`config.mk`:
```
export PLATFORM = sky130hd
export DESIGN_NAME = store_queue_ctrl
export DESIGN_NICKNAME = d
export VERILOG_FILES = /design/src/rtl/store_queue_ctrl.sv
export SDC_FILE = /design/constraint.sdc
export NUM_CORES = 1
export LEC_CHECK = 0
export ABC_AREA = 0
export CELL_PAD_IN_SITES_DETAIL_PLACEMENT = 0
export CELL_PAD_IN_SITES_GLOBAL_PLACEMENT = 1
export CORE_MARGIN = 1
export CORE_UTILIZATION = 35
export DETAILED_ROUTE_END_ITERATION = 7
export PLACE_DENSITY_LB_ADDON = 0.15
export RECOVER_POWER = 50
export SETUP_SLACK_MARGIN = 0.1
export SYNTH_ARGS = -nofsm -noshare
export SYNTH_HDL_FRONTEND = slang
export SYNTH_SLANG_ARGS = --single-unit
```
`constraint.sdc`:
```
create_clock -name clk -period 12 [get_ports clk]
set_clock_uncertainty 0.1 [all_clocks]
set_input_delay 1.8 -clock clk [delete_from_list [all_inputs] [get_ports clk]]
set_output_delay 1.8 -clock clk [all_outputs]
set_load 0.01 [all_outputs]
```
`src/rtl/store_queue_ctrl.sv`:
```
// Store queue between a 2-wide commit stage and a single dmem write port.
// Latency: a store accepted at edge N can write at the earliest in cycle N+1.
// Backpressure: st_ready needs room for two stores; mem_busy holds the head entry.
// Optional: define STORE_FWD_EN to add load-to-store forwarding ports.

package store_queue_pkg;
    typedef logic [2:0] ldst_mode_t;

    typedef struct packed {
        logic [31:0] addr;
        logic [31:0] data;
        ldst_mode_t  mode;
    } sq_entry_t;
endpackage

module store_queue_ctrl
    import store_queue_pkg::*;
#(
    parameter  int DEPTH = 4,
    localparam int CW    = $clog2(DEPTH) + 1
) (
    input  logic                  clk,
    input  logic                  rst_n,
    input  logic [1:0]            st_valid,
    input  logic [1:0][31:0]      st_addr,
    input  logic [1:0][31:0]      st_data,
    input  ldst_mode_t [1:0]      st_mode,
    output logic                  st_ready,
    input  logic                  mem_busy,
    output logic                  we,
    output logic [31:0]           wa,
    output logic [31:0]           wd,
    output ldst_mode_t            wm,
    output logic [CW-1:0]         count,
    output logic                  empty
`ifdef STORE_FWD_EN
    ,
    input  logic [1:0][31:0]      ld_addr,
    output logic [1:0]            fwd_hit,
    output logic [1:0][31:0]      fwd_data
`endif
);

    localparam int PW = $clog2(DEPTH);

    sq_entry_t       ent_q [DEPTH];
    logic [PW-1:0]   head_q, head_d;
    logic [PW-1:0]   tail_q, tail_d;
    logic [CW-1:0]   count_q, count_d;

    logic            accept;
    logic            both_vld;
    logic [1:0]      n_enq;
    sq_entry_t       lane_ent [2];
    sq_entry_t       slot0_ent;

    // Ready is a function of the registered count only, so it never depends on mem_busy.
    assign st_ready = (count_q <= CW'(DEPTH - 2));
    assign empty    = (count_q == '0);
    assign count    = count_q;

    // The head entry is always presented; the write only fires when the port is free.
    assign we = !empty && !mem_busy;
    assign wa = ent_q[head_q].addr;
    assign wd = ent_q[head_q].data;
    assign wm = ent_q[head_q].mode;

    // Enqueue decode: the older valid lane always lands at tail, lane 1 follows it.
    always_comb begin
        for (int l = 0; l < 2; l++) begin
            lane_ent[l].addr = st_addr[l];
            lane_ent[l].data = st_data[l];
            lane_ent[l].mode = st_mode[l];
        end
        accept    = st_ready && (st_valid != 2'b00);
        both_vld  = (st_valid == 2'b11);
        n_enq     = !accept ? 2'd0 : (both_vld ? 2'd2 : 2'd1);
        slot0_ent = st_valid[0] ? lane_ent[0] : lane_ent[1];
    end

    // Next pointers and occupancy; pointers wrap naturally at DEPTH (power of two).
    always_comb begin
        head_d  = head_q + PW'(we);
        tail_d  = tail_q + PW'(n_enq);
        count_d = count_q + CW'(n_enq) - CW'(we);
    end

    // Pointer and count registers.
    always_ff @(posedge clk or negedge rst_n) begin
        if (!rst_n) begin
            head_q  <= '0;
            tail_q  <= '0;
            count_q <= '0;
        end else begin
            head_q  <= head_d;
            tail_q  <= tail_d;
            count_q <= count_d;
        end
    end

    // Entry payload storage; contents are only meaningful under a valid count.
    always_ff @(posedge clk) begin
        if (accept) begin
            ent_q[tail_q] <= slot0_ent;
            if (both_vld) begin
                ent_q[tail_q + PW'(1)] <= lane_ent[1];
            end
        end
    end

`ifdef STORE_FWD_EN
    logic [DEPTH-1:0] valid_q;
    logic [PW-1:0]    fwd_idx;

    // Per-entry valid bits; drain clears the head, enqueue marks the tail slots.
    always_ff @(posedge clk or negedge rst_n) begin
        if (!rst_n) begin
            valid_q <= '0;
        end else begin
            if (we) begin
                valid_q[head_q] <= 1'b0;
            end
            if (accept) begin
                valid_q[tail_q] <= 1'b1;
                if (both_vld) begin
                    valid_q[tail_q + PW'(1)] <= 1'b1;
                end
            end
        end
    end

    // Walk oldest to youngest so the last word-address match wins.
    always_comb begin
        fwd_hit  = '0;
        fwd_data = '0;
        fwd_idx  = '0;
        for (int l = 0; l < 2; l++) begin
            for (int i = 0; i < DEPTH; i++) begin
                fwd_idx = head_q + PW'(i);
                if (valid_q[fwd_idx] && (ent_q[fwd_idx].addr[31:2] == ld_addr[l][31:2])) begin
                    fwd_hit[l]  = 1'b1;
                    fwd_data[l] = ent_q[fwd_idx].data;
                end
            end
        end
    end
`endif

endmodule

```
# [Word-level counts from Yosys, hierarchy flattened]
# Memory sizes are Yosys's and may differ from the RTL's.
# Cells that the tools add are included.
# Widths: inputs -> output; s select.
[word_totals] reg_bits=7 ramBits=268 input_bits=139 out_inout_bits=73 mem_count=1
[memory_table] memory="ent_q" depth=4 width=67 read_ports=1 rd_ports_with_merged_regs=0 write_ports=2 line_no="46" text="sq_entry_t ent_q [DEPTH];"
[op_classes] n_addsub=5 order_cmp=1 eq_ne=1 mux=8 n_reduce_logical=6
[ops] operator="$mux 67" n=1
[ops] operator="$mux 1" n=5
[ops] operator="$mux 2" n=2
[ops] operator="$add 3x2->3" n=1
[ops] operator="$le 3x2->1 const B" n=1
[ops] operator="$logic_not 3->1" n=1
[ops] operator="$sub 3x1->3" n=1
[ops] operator="$add 2x1->2" n=1
[ops] operator="$add 2x1->2 const B" n=1
[ops] operator="$add 2x2->2" n=1
[ops] operator="$eq 2x2->1 const B" n=1
[ops] operator="$logic_and 1x1->1" n=2
[ops] operator="$logic_not 1->1" n=2
[ops] operator="$reduce_bool 2->1" n=1

# [Longest topological paths before layout]
# Gate-level depths: netlist of run 1.
[logic_depth] depth_word=5 depth_mapped=10 depth_no_buf=9

# [Worst setup path before layout of run 1]
# Ideal clock, no wire load.
[synth_path] kind="input-to-reg" startpoint="input port st_valid[0]" endpoint="memory ent_q[0][0] (netlist name) (enable)" setup_ps=514 arrival_ps=5556 setup_slack_ps=5830 stages=4 path_buffers=2 cell_sequence="buf_2 > buf_2 > o21ai_0 > a21oi_1"
[synth_lines] element="from (decl)" line_no="24" text="input logic [1:0] st_valid,"
[synth_lines] element="to (decl)" line_no="46"

==> reports/qor.csv, run 1 <==
stage;metric;value;unit
routing;drc violations;0;
pwr;Tot Pwr;0.003830;W
pwr;PD cells;230.3;mW/mm^2
place;buffers added on ports;211;
cts;CTS root buffer;clkbuf_16;
pwr;Flop pwr share;0.387;
layout;Post-Layout Cell Count;1522;
cts;clock sink count;275;
logic_synthesis;Mean Syn Cell Area;16.30;um^2
setup_path;maximum fanout along the worst path;42;
setup_path;Startpoint Class;input pin;
cts;clock insertion delay at the later pin of the skew report;0.55;ns
floorplanning;# rows;70;
place;Place WS;6.867;ns
run_status;failing checks;max-capacitance violations, max-slew violations;
worst_hold_path;Worst Hold Class;flop to flop;
setup_path;R2R Path Start;count[0]$_DFF_PN0_;
place;gpl congestion;0.7116;
routing;via count;8591;
floorplanning;Starting Density;0.3589;
layout;Area Overhead vs Synth;25.66;%
pwr;Leakage;5.284;nW
sta;setup TNS;0;ns
floorplanning;die width;196.4;um
setup_path;r2r setup slk;7.42;ns
pwr;VDD IR-drop max;109.4;uV
grt;initial antenna violation count;1;
grt;first-pass GRT wire length;58.70;mm
sta;Final Hold Violating Endpoints;0;
sta;Slew Limit Fails;343;
grt;GRT Max-Usage Layer;met2;
grt;largest net degree at the start of global routing;54;
routing;post-route ant nets;0;
cts;CTS max path bufs;3;
setup_path;Critical Path Most Common Cell;clkbuf_1;
logic_synthesis;Ys Warns;0;
cts;CTS Buf Count;31;
sta;RSZ-0062 raised after global routing;no;
logic_synthesis;top post-synthesis cells by area;edfxtp_1 (61%), o2bb2ai_1 (18%), mux4_2 (11%), nand2_1 (2.0%), buf_2 (1.6%);
sta;Relative slew margins;-1.148;
grt;met3 usage;0.03525;
grt;vias in the first global route;9352;
place;post-detail-place hpwl;22.06;mm
floorplanning;# IOs;212;
floorplanning;die area;0.03859;mm^2
pwr;Switching Share;0.3171;
pwr;P_int;0.002615;W
logic_synthesis;#FFs+latches synth;275;
worst_hold_path;WHS Endpoint;count[0]$_DFF_PN0_;
cts;CTS tree;yes;
cts;Clk pin slew, worst setup/hold paths;0.06;ns
worst_hold_path;Hold Path Stages;1;
cts;Post-CTS Resized;0;
setup_path;Reg-to-Reg End;ent_q[0][0]$_DFFE_PP_;
cts;cts hold-fix bufs;0;
grt;GR Util All Layers;0.2041;
setup_path;critical setup path kind;input pin to flop;
setup_path;crit-path max cell delay;1.93;ns
setup_path;Worst Setup SP;st_valid[0];
routing;Routed WL;39.36;mm
setup_path;Crit-path slowest cell;a21oi_1;
floorplanning;Core ar.;0.03687;mm^2
logic_synthesis;Post-Syn Instances;812;
logic_synthesis;post-synth cell types;31;
grt;met1 Resource Use GR;0.2716;
cts;Setup Fix Bufs, Post-CTS;0;
logic_synthesis;Net Count, Synth;957;
setup_path;Critical Path, Cell by Cell;clkbuf_1 -> clkbuf_1 -> o21ai_0 -> a21oi_1 -> buf_4;
grt;met2 Use GR;0.3463;
run_status;outcome;finished with violations;
logic_synthesis;sequential area share after synthesis;0.6214;
routing;Via density;5.645;
sta;Final min period;8.006;ns
grt;gr ovfl total;0;
setup_path;Req. time, crit path;12.08;ns
sta;fin crit share;0.6672;
sta;final worst slack;3.994;ns
logic_synthesis;Synth area leader;edfxtp_1;
layout;share of cells above drive strength 1;0.1337;
routing;First-pass DRT Iterations;5;
sta;Tightest Pin Transition;3.222;ns
sta;fmax;124.9;MHz
sta;final setup fails;0;
setup_path;CP endpoint kind;flop;
setup_path;arrival time worst endpoint;8.09;ns
pwr;Comb pwr share;0.365;
worst_hold_path;hold_sp;count[0]$_DFF_PN0_;
setup_path;r2r worst-path depth;4;
cts;H-tree levels;1;
pwr;clock share of power;0.248;
logic_synthesis;Synth top area share;0.6082;
place;placed cells;1464;
layout;final net count;1138;
pwr;NetSw;0.001215;W
logic_synthesis;synthesized area;0.01323;mm^2
routing;Iteration-0 DRC Markers;575;
run;Max Cap Violations;11;
routing;Wirelength per Cell;25.86;um
floorplanning;Die Y;196.4;um
==> area by class of cell <==
class                   instances  area (um^2)
multi-input cells             446         4473
fillers                      3336        20240
inverters                       6        22.52
well taps                     504        630.6
clock inverters                14        143.9
repair buffers                233         2245
clock buffers                  43        880.8
flip-flops and latches        275         8230
diodes                          1        2.502
==> registers in the layout (all words and copies together) (netlist names) <==
name,flops
count,3
ent_q,268
head_q,2
tail_q,2
==> metal layers <==
metal,share of wire,vias up
li1,-,3813
met1,0.43,4412
met2,0.49,305
met3,0.064,61
met4,0.017,0
met5,0,-
==> power groups by stage <==
stage          combinational [W]  sequential (W)  clock (W)
4_1_cts                  0.00145         0.00149   0.000970
3_3_place_gp             0.00144         0.00150          0
6_report                 0.00140         0.00148   0.000951
3_5_place_dp             0.00144         0.00151          0
2_1_floorplan           0.000841         0.00143          0
5_1_grt                  0.00149         0.00151    0.00101
==> worst max path at each step <==
stage	end	slack (ns)	cells after the start
5_1_grt	ent_q[2][29]$_DFFE_PP_	3.36	5
3_5_place_dp	ent_q[2][32]$_DFFE_PP_	6.87	5
4_1_cts	wd[2]	6.55	3
2_1_floorplan	ent_q[0][0]$_DFFE_PP_	5.83	4
3_3_place_gp	ent_q[2][29]$_DFFE_PP_	6.90	5
6_report	ent_q[2][26]$_DFFE_PP_	3.99	5
==> cell usage after synthesis <==
library cell    n
buf_4          15
nor2_1          3
o41ai_4         1
nand2b_1        3
buf_1           2
xor2_1          3
and2_1          1
o21ai_0         2
a21oi_1         2
o31ai_4         3
nand3_1         1
edfxtp_1      268
nor4_4          1
clkbuf_1       20
and3_1          2
fa_1            1
mux4_2         67
and3b_1         1
maj3_1          1
o2bb2ai_1     268
nor2b_1         1
dfrtp_1         7
inv_1           6
or2_2           1
xnor2_1         3
nand2_1        72
buf_6           6
nor3_2          3
nor3_1          1
buf_2          42
ha_1            5
==> layout by cell type (no fill, tap or decap), types with 2 or more instances in the layout <==
cell             netlist  final
o21ai_0                2      2
o2bb2ai_1            268    268
inv_1                  6      6
dlygate4sd3_1          0      6
clkbuf_16              0     31
clkinv_2               0      6
and3_1                 2      2
clkdlybuf4s50_1        0    204
clkinv_1               0      4
ha_1                   5      5
nand2b_1               3      3
nand2_1               72     72
clkbuf_1              20     14
clkbuf_8               0      6
dfrtp_4                0      2
a21oi_1                2      2
edfxtp_1             268    268
nor2_1                 3      3
nor3_4                 0      3
o31ai_1                0      3
buf_4                 15     15
bufinv_16              0      3
mux4_2                67     67
dfrtp_1                7      5
xnor2_1                3      3
xor2_1                 3      3
==> worst max-delay path: cells and delay by family <==
kind,cells,cell delay (ns)
buf+inv,3,4.00
compound gates,2,2.22
==> metrics by stage <==
stage / utilization / instance area, um^2 / hold WS [ns]
finish: 0.4510 / 16630 / 0.4987
global route: 0.4510 / 16630 / 0.5516
global placement: 0.4265 / 15730 / 0.5071
CTS: 0.4543 / 16750 / 0.5125
floorplan: - / 13230 / 0.3642
detailed placement: 0.4265 / 15730 / 0.4941
==> kinds of logic (layout without fill, tap and decap cells) <==
| logic type | Yosys count | in the layout | synth area share |
|---|---|---|---|
| adders and majority gates | 7 | 7 | 0.006997 |
| other | 0 | 1 | 0 |
| xor gates and xnor gates | 6 | 6 | 0.003972 |
| and+or+nand+nor | 90 | 90 | 0.03035 |
| muxes | 67 | 67 | 0.1140 |
| AOI/OAI and AO/OA | 276 | 276 | 0.1858 |
| DFF | 275 | 275 | 0.6214 |
| buffers and inverters | 91 | 296 | 0.03744 |
Power figures use the tool's default switching activity.
==> inputs of run 2 (changes only) <==
clock period = 7.18 ns   (was 12 ns; I/O delays follow)
==> reports/qor.csv, run 2 (synthesis gave the netlist of run 1 again) <==
stage;metric;value;unit;change
layout;Final Cell Area;0.01655;mm^2;-0.45%
setup_path;maximum fanout along the worst path;47;;+12%
setup_path;Req. time, crit path;7.23;ns;-4.85 ns
floorplanning;# IOs;212;;unchanged
floorplanning;Starting Density;0.3589;;unchanged
sta;fin crit share;0.7489;;
worst_hold_path;Hold Path Stages;1;;unchanged
worst_hold_path;Worst Hold Class;flop to flop;;
routing;Iteration-0 DRC Markers;650;;+13%
sta;setup TNS;0;ns;unchanged
setup_path;r2r worst-path depth;4;;unchanged
pwr;NetSw;0.002044;W;+68%
floorplanning;die area;0.03859;mm^2;unchanged
cts;Setup Fix Bufs, Post-CTS;0;;unchanged
sta;Final Hold Violating Endpoints;0;;unchanged
pwr;Flop pwr share;0.395;;+0.008
sta;final setup fails;0;;unchanged
cts;CTS max path bufs;3;;unchanged
pwr;P_int;0.004238;W;+62%
cts;CTS root buffer;clkbuf_16;;
layout;Largest Register;ent_q;;
layout;commonest cells after routing, fill and taps aside;o2bb2ai_1 (268), edfxtp_1 (268), clkdlybuf4s50_1 (204);;
setup_path;Startpoint Class;input pin;;
floorplanning;die width;196.4;um;unchanged
sta;RSZ-0062 raised after global routing;no;;
cts;H-tree levels;1;;unchanged
floorplanning;Core ar.;0.03687;mm^2;unchanged
grt;first-pass GRT wire length;58.59;mm;-0.18%
pwr;Leakage;5.222;nW;-1.2%
routing;Wirelength per Cell;25.99;um;+0.53%
layout;max FFs per register;268;;unchanged
floorplanning;Die Y;196.4;um;unchanged
routing;First-pass DRT Iterations;5;;unchanged
setup_path;critical setup path kind;input pin to flop;;
routing;drc violations;0;;unchanged
place;buffers added on ports;211;;unchanged
pwr;clock share of power;0.231;;-0.017
run;Max Cap Violations;8;;-3
grt;largest net degree at the start of global routing;68;;+26%
routing;post-route ant nets;0;;unchanged
cts;Clk pin slew, worst setup/hold paths;0.06;ns;about the same
cts;cts hold-fix bufs;0;;unchanged
routing;Routed WL;39.51;mm;+0.40%
sta;Tightest Pin Transition;2.763;ns;-0.4588 ns
cts;Post-CTS Resized;0;;unchanged
pwr;Comb pwr share;0.374;;+0.009
place;dpl cell area;0.01572;mm^2;about the same
grt;gr ovfl total;0;;unchanged
grt;vias in the first global route;9098;;-2.7%
cts;clock sink count;275;;unchanged
run_status;outcome;finished with violations;;
cts;clock insertion delay at the later pin of the skew report;0.54;ns;about the same
sta;final hold slack;0.4968;ns;-0.001845 ns
pwr;VDD IR-drop max;229.3;uV;+110%
grt;GR Util All Layers;0.2033;;-0.0008588
sta;Relative slew margins;-0.8423;;+0.3058
layout;final net count;1136;;-0.18%
layout;Area Overhead vs Synth;25.09;%;
place;gpl congestion;0.7172;;+0.79%
grt;initial antenna violation count;2;;+1
cts;CTS tree;yes;;
routing;via count;8545;;-0.54%
cts;CTS Buf Count;30;;-3.2%
setup_path;CP endpoint kind;flop;;
pwr;PD cells;379.5;mW/mm^2;+65%
floorplanning;# rows;70;;unchanged
sta;fmax;186.0;MHz;
routing;Via density;5.622;;-0.40%
setup_path;arrival time worst endpoint;5.43;ns;-2.66 ns
sta;Slew Limit Fails;366;;+6.7%
sta;Final min period;5.377;ns;
place;post-detail-place hpwl;22.17;mm;+0.53%
layout;share of cells above drive strength 1;0.1302;;-0.003549
run_status;failing checks;max-capacitance violations, max-slew violations;;
pwr;Switching Share;0.3254;;+0.008269
run 2: power groups by stage:
stage          Clock [W]  Sequential [W]  Combinational [W]
2_1_floorplan          0         0.00239            0.00141
3_3_place_gp           0         0.00252            0.00240
3_5_place_dp           0         0.00253            0.00241
4_1_cts          0.00148         0.00249            0.00242
5_1_grt          0.00153         0.00253            0.00249
6_report         0.00145         0.00248            0.00235
run 2: routing by layer:
| metal | global-route usage | vias up | share of wire |
|---|---|---|---|
| li1 | - | 3807 | - |
| met1 | 0.2911 | 4418 | 0.46 |
| met2 | 0.3273 | 278 | 0.47 |
| met3 | 0.03183 | 42 | 0.058 |
| met4 | 0.04167 | 0 | 0.011 |
| met5 | 0 | - | 0 |
run 2: cell type report:
type / count / area [um^2]
Antenna cell: 2 / 5.005
Clock buffer: 40 / 809.5
Clock inverter: 15 / 92.59
Fill cell: 3297 / 20320
Inverter: 6 / 22.52
Multi-Input combinational cell: 446 / 4522
Sequential cell: 275 / 8230
Tap cell: 504 / 630.6
Timing Repair Buffer: 232 / 2241
run 2: final timing paths:
path	from	endpoint	slack [ns]
setup / recovery	st_valid[0]	ent_q[2][31]$_DFFE_PP_	1.80
hold / removal	count[0]$_DFF_PN0_	count[0]$_DFF_PN0_	0.50
setup reg to reg	count[0]$_DFF_PN0_	ent_q[0][3]$_DFFE_PP_	3.04
hold reg to reg	count[0]$_DFF_PN0_	count[0]$_DFF_PN0_	0.50
max in group asynchronous	rst_n	head_q[1]$_DFF_PN0_	5.93
min in group asynchronous	rst_n	count[2]$_DFF_PN0_	0.77
run 2: stage by stage:
| step | setup slack, ns | std cells | utilization | power [W] |
|---|---|---|---|---|
| 2_1_floorplan | 1.733 | 812 | - | 0.003794 |
| 3_3_place_gp | 3.102 | 1463 | 0.4263 | 0.004922 |
| 3_5_place_dp | 3.097 | 1463 | 0.4263 | 0.004932 |
| 4_1_cts | 2.497 | 1518 | 0.4508 | 0.006387 |
| 5_1_grt | 1.375 | 1520 | 0.4489 | 0.006562 |
| 6_report | 1.803 | 1520 | 0.4489 | 0.006282 |
run 2: worst max-delay path, cell delays in order:
cell and delay, ns:
buf_4 0.36, clkbuf_1 1.99, o21ai_0 0.58, a21oi_4 0.31, clkbuf_1 1.06
==> inputs of run 3 (changes only) <==
clock period = 4.99 ns   (was 7.18 ns; I/O delays follow)
==> reports/qor.csv, run 3 (synthesis gave the netlist of run 1 again) <==
stage;metric;value;unit;change
layout;Post-Layout Cell Count;1527;;+0.46%
routing;via count;8655;;+1.3%
setup_path;r2r setup slk;1.32;ns;-1.72 ns
pwr;PD cells;552.6;mW/mm^2;+46%
sta;Final Hold Violating Endpoints;0;;unchanged
floorplanning;Core ar.;0.03687;mm^2;unchanged
floorplanning;die width;196.4;um;unchanged
routing;Iteration-0 DRC Markers;714;;+9.8%
sta;final hold slack;0.4398;ns;-0.05699 ns
setup_path;r2r worst-path depth;4;;unchanged
layout;# fillers;3341;;+1.3%
floorplanning;Die Y;196.4;um;unchanged
routing;drc violations;0;;unchanged
sta;Relative slew margins;-0.4166;;+0.4257
routing;First-pass DRT Iterations;7;;+2
cts;clock sink count;275;;unchanged
layout;Largest Register;ent_q;;
cts;clock insertion delay at the later pin of the skew report;0.55;ns;about the same
sta;Tightest Pin Transition;2.125;ns;-0.6385 ns
layout;commonest cells after routing, fill and taps aside;o2bb2ai_1 (268), edfxtp_1 (268), clkdlybuf4s50_1 (205);;
setup_path;crit-path max cell delay;0.69;ns;-1.30 ns
cts;H-tree levels;1;;unchanged
floorplanning;Starting Density;0.3589;;unchanged
cts;Post-CTS Resized;0;;unchanged
sta;Final min period;3.692;ns;
pwr;Tot Pwr;0.009212;W;+47%
run_status;outcome;finished with violations;;
sta;setup TNS;0;ns;unchanged
cts;CTS Buf Count;31;;+3.3%
cts;CTS max path bufs;3;;unchanged
sta;fin crit share;0.7400;;
floorplanning;die area;0.03859;mm^2;unchanged
setup_path;arrival time worst endpoint;2.84;ns;-2.59 ns
routing;Wirelength per Cell;25.93;um;-0.24%
pwr;VDD IR-drop max;397.1;uV;+73%
floorplanning;# rows;70;;unchanged
place;placed cells;1473;;+0.68%
pwr;Leakage;5.287;nW;+1.2%
place;post-detail-place hpwl;22.83;mm;+2.9%
layout;max FFs per register;268;;unchanged
setup_path;CP endpoint kind;output port;;
setup_path;Reg-to-Reg End;ent_q[0][36]$_DFFE_PP_;;
cts;cts hold-fix bufs;0;;unchanged
sta;fmax;270.8;MHz;
sta;RSZ-0062 raised after global routing;no;;
floorplanning;# IOs;212;;unchanged
routing;Via density;5.668;;+0.82%
worst_hold_path;Worst Hold Class;input pin to asynchronous set/reset pin;;
setup_path;maximum fanout along the worst path;20;;-57%
grt;vias in the first global route;9302;;+2.2%
grt;largest net degree at the start of global routing;68;;unchanged
sta;final setup fails;0;;unchanged
routing;Routed WL;39.60;mm;+0.22%
layout;share of cells above drive strength 1;0.1360;;+0.005830
cts;CTS root buffer;clkbuf_16;;
setup_path;Critical Path, Cell by Cell;buf_4 -> mux4_2 -> clkdlybuf4s50_1;;
grt;initial antenna violation count;4;;+2
setup_path;Req. time, crit path;4.14;ns;-3.09 ns
cts;Setup Fix Bufs, Post-CTS;0;;unchanged
layout;final net count;1147;;+0.97%
sta;Slew Limit Fails;284;;-22%
run_status;failing checks;max-capacitance violations, max-slew violations;;
grt;GR Util All Layers;0.2041;;+0.0008334
run;Max Cap Violations;9;;+1
setup_path;R2R Path Start;count[1]$_DFF_PN0_;;
place;gpl congestion;0.7161;;-0.15%
place;buffers added on ports;211;;unchanged
cts;CTS tree;yes;;
setup_path;critical setup path kind;flop to output port;;
setup_path;Crit-path slowest cell;dfrtp_4;;
layout;Area Overhead vs Synth;25.99;%;
grt;gr ovfl total;0;;unchanged
grt;first-pass GRT wire length;58.28;mm;-0.53%
setup_path;Startpoint Class;flop;;
cts;Clk pin slew, worst setup/hold paths;0.06;ns;about the same
routing;post-route ant nets;0;;unchanged
## run 3: worst max-delay path by stage
stage                     slack [ns]  cells past startpoint                     end                start
after floorplan                 0.28                      6   ent_q[1][0]$_DFFE_PP_   count[0]$_DFF_PN0_
after global placement          1.68                      5  ent_q[2][38]$_DFFE_PP_          st_valid[1]
after detailed placement        1.61                      5  ent_q[2][64]$_DFFE_PP_          st_valid[1]
after CTS                       1.22                      3                   wa[4]  head_q[0]$_DFF_PN0_
after global routing            1.05                      6  ent_q[1][46]$_DFFE_PP_   count[0]$_DFF_PN0_
final                           1.30                      3                   wa[4]  head_q[0]$_DFF_PN0_
## run 3: per-stage QoR
step                utilization  setup WS (ns)  instance area [um^2]
floorplan                     -         0.2808                 13240
global placement         0.4290          1.675                 15820
detailed placement       0.4290          1.614                 15820
CTS                      0.4553          1.223                 16790
global route             0.4521          1.054                 16670
finish                   0.4522          1.298                 16670
## run 3: power by group
group	total (W)	switching [W]	internal, W
clock	0.00222	0.000889	0.00133
sequential	0.00357	0.000299	0.00327
combinational	0.00342	0.00175	0.00167
## run 3: critical path, delay by kind of cell (launching register included)
kind	cells	cell delay (ns)
muxes	1	0.61
buffers and inverters	2	0.96
DFF	1	0.69
## run 3: per-layer routing
layer / vias up / routed length [um] / track usage
met5: - / 34 / 0
met4: 6 / 591 / 0.04398
met3: 56 / 2543 / 0.03439
met2: 321 / 19290 / 0.3437
met1: 4450 / 17140 / 0.2771
li1: 3822 / - / -
## run 3: layout make-up
class                      count  area (um^2)  area share
tap                          504        630.6     0.03782
clock buffer                  40        809.5     0.04856
clock inverter                13        158.9    0.009531
inverter                       6        22.52    0.001351
multi-input combinational    446         4504      0.2702
sequential                   275         8230      0.4937
timing repair buffer         242         2313      0.1388
antenna                        1        2.502   0.0001501
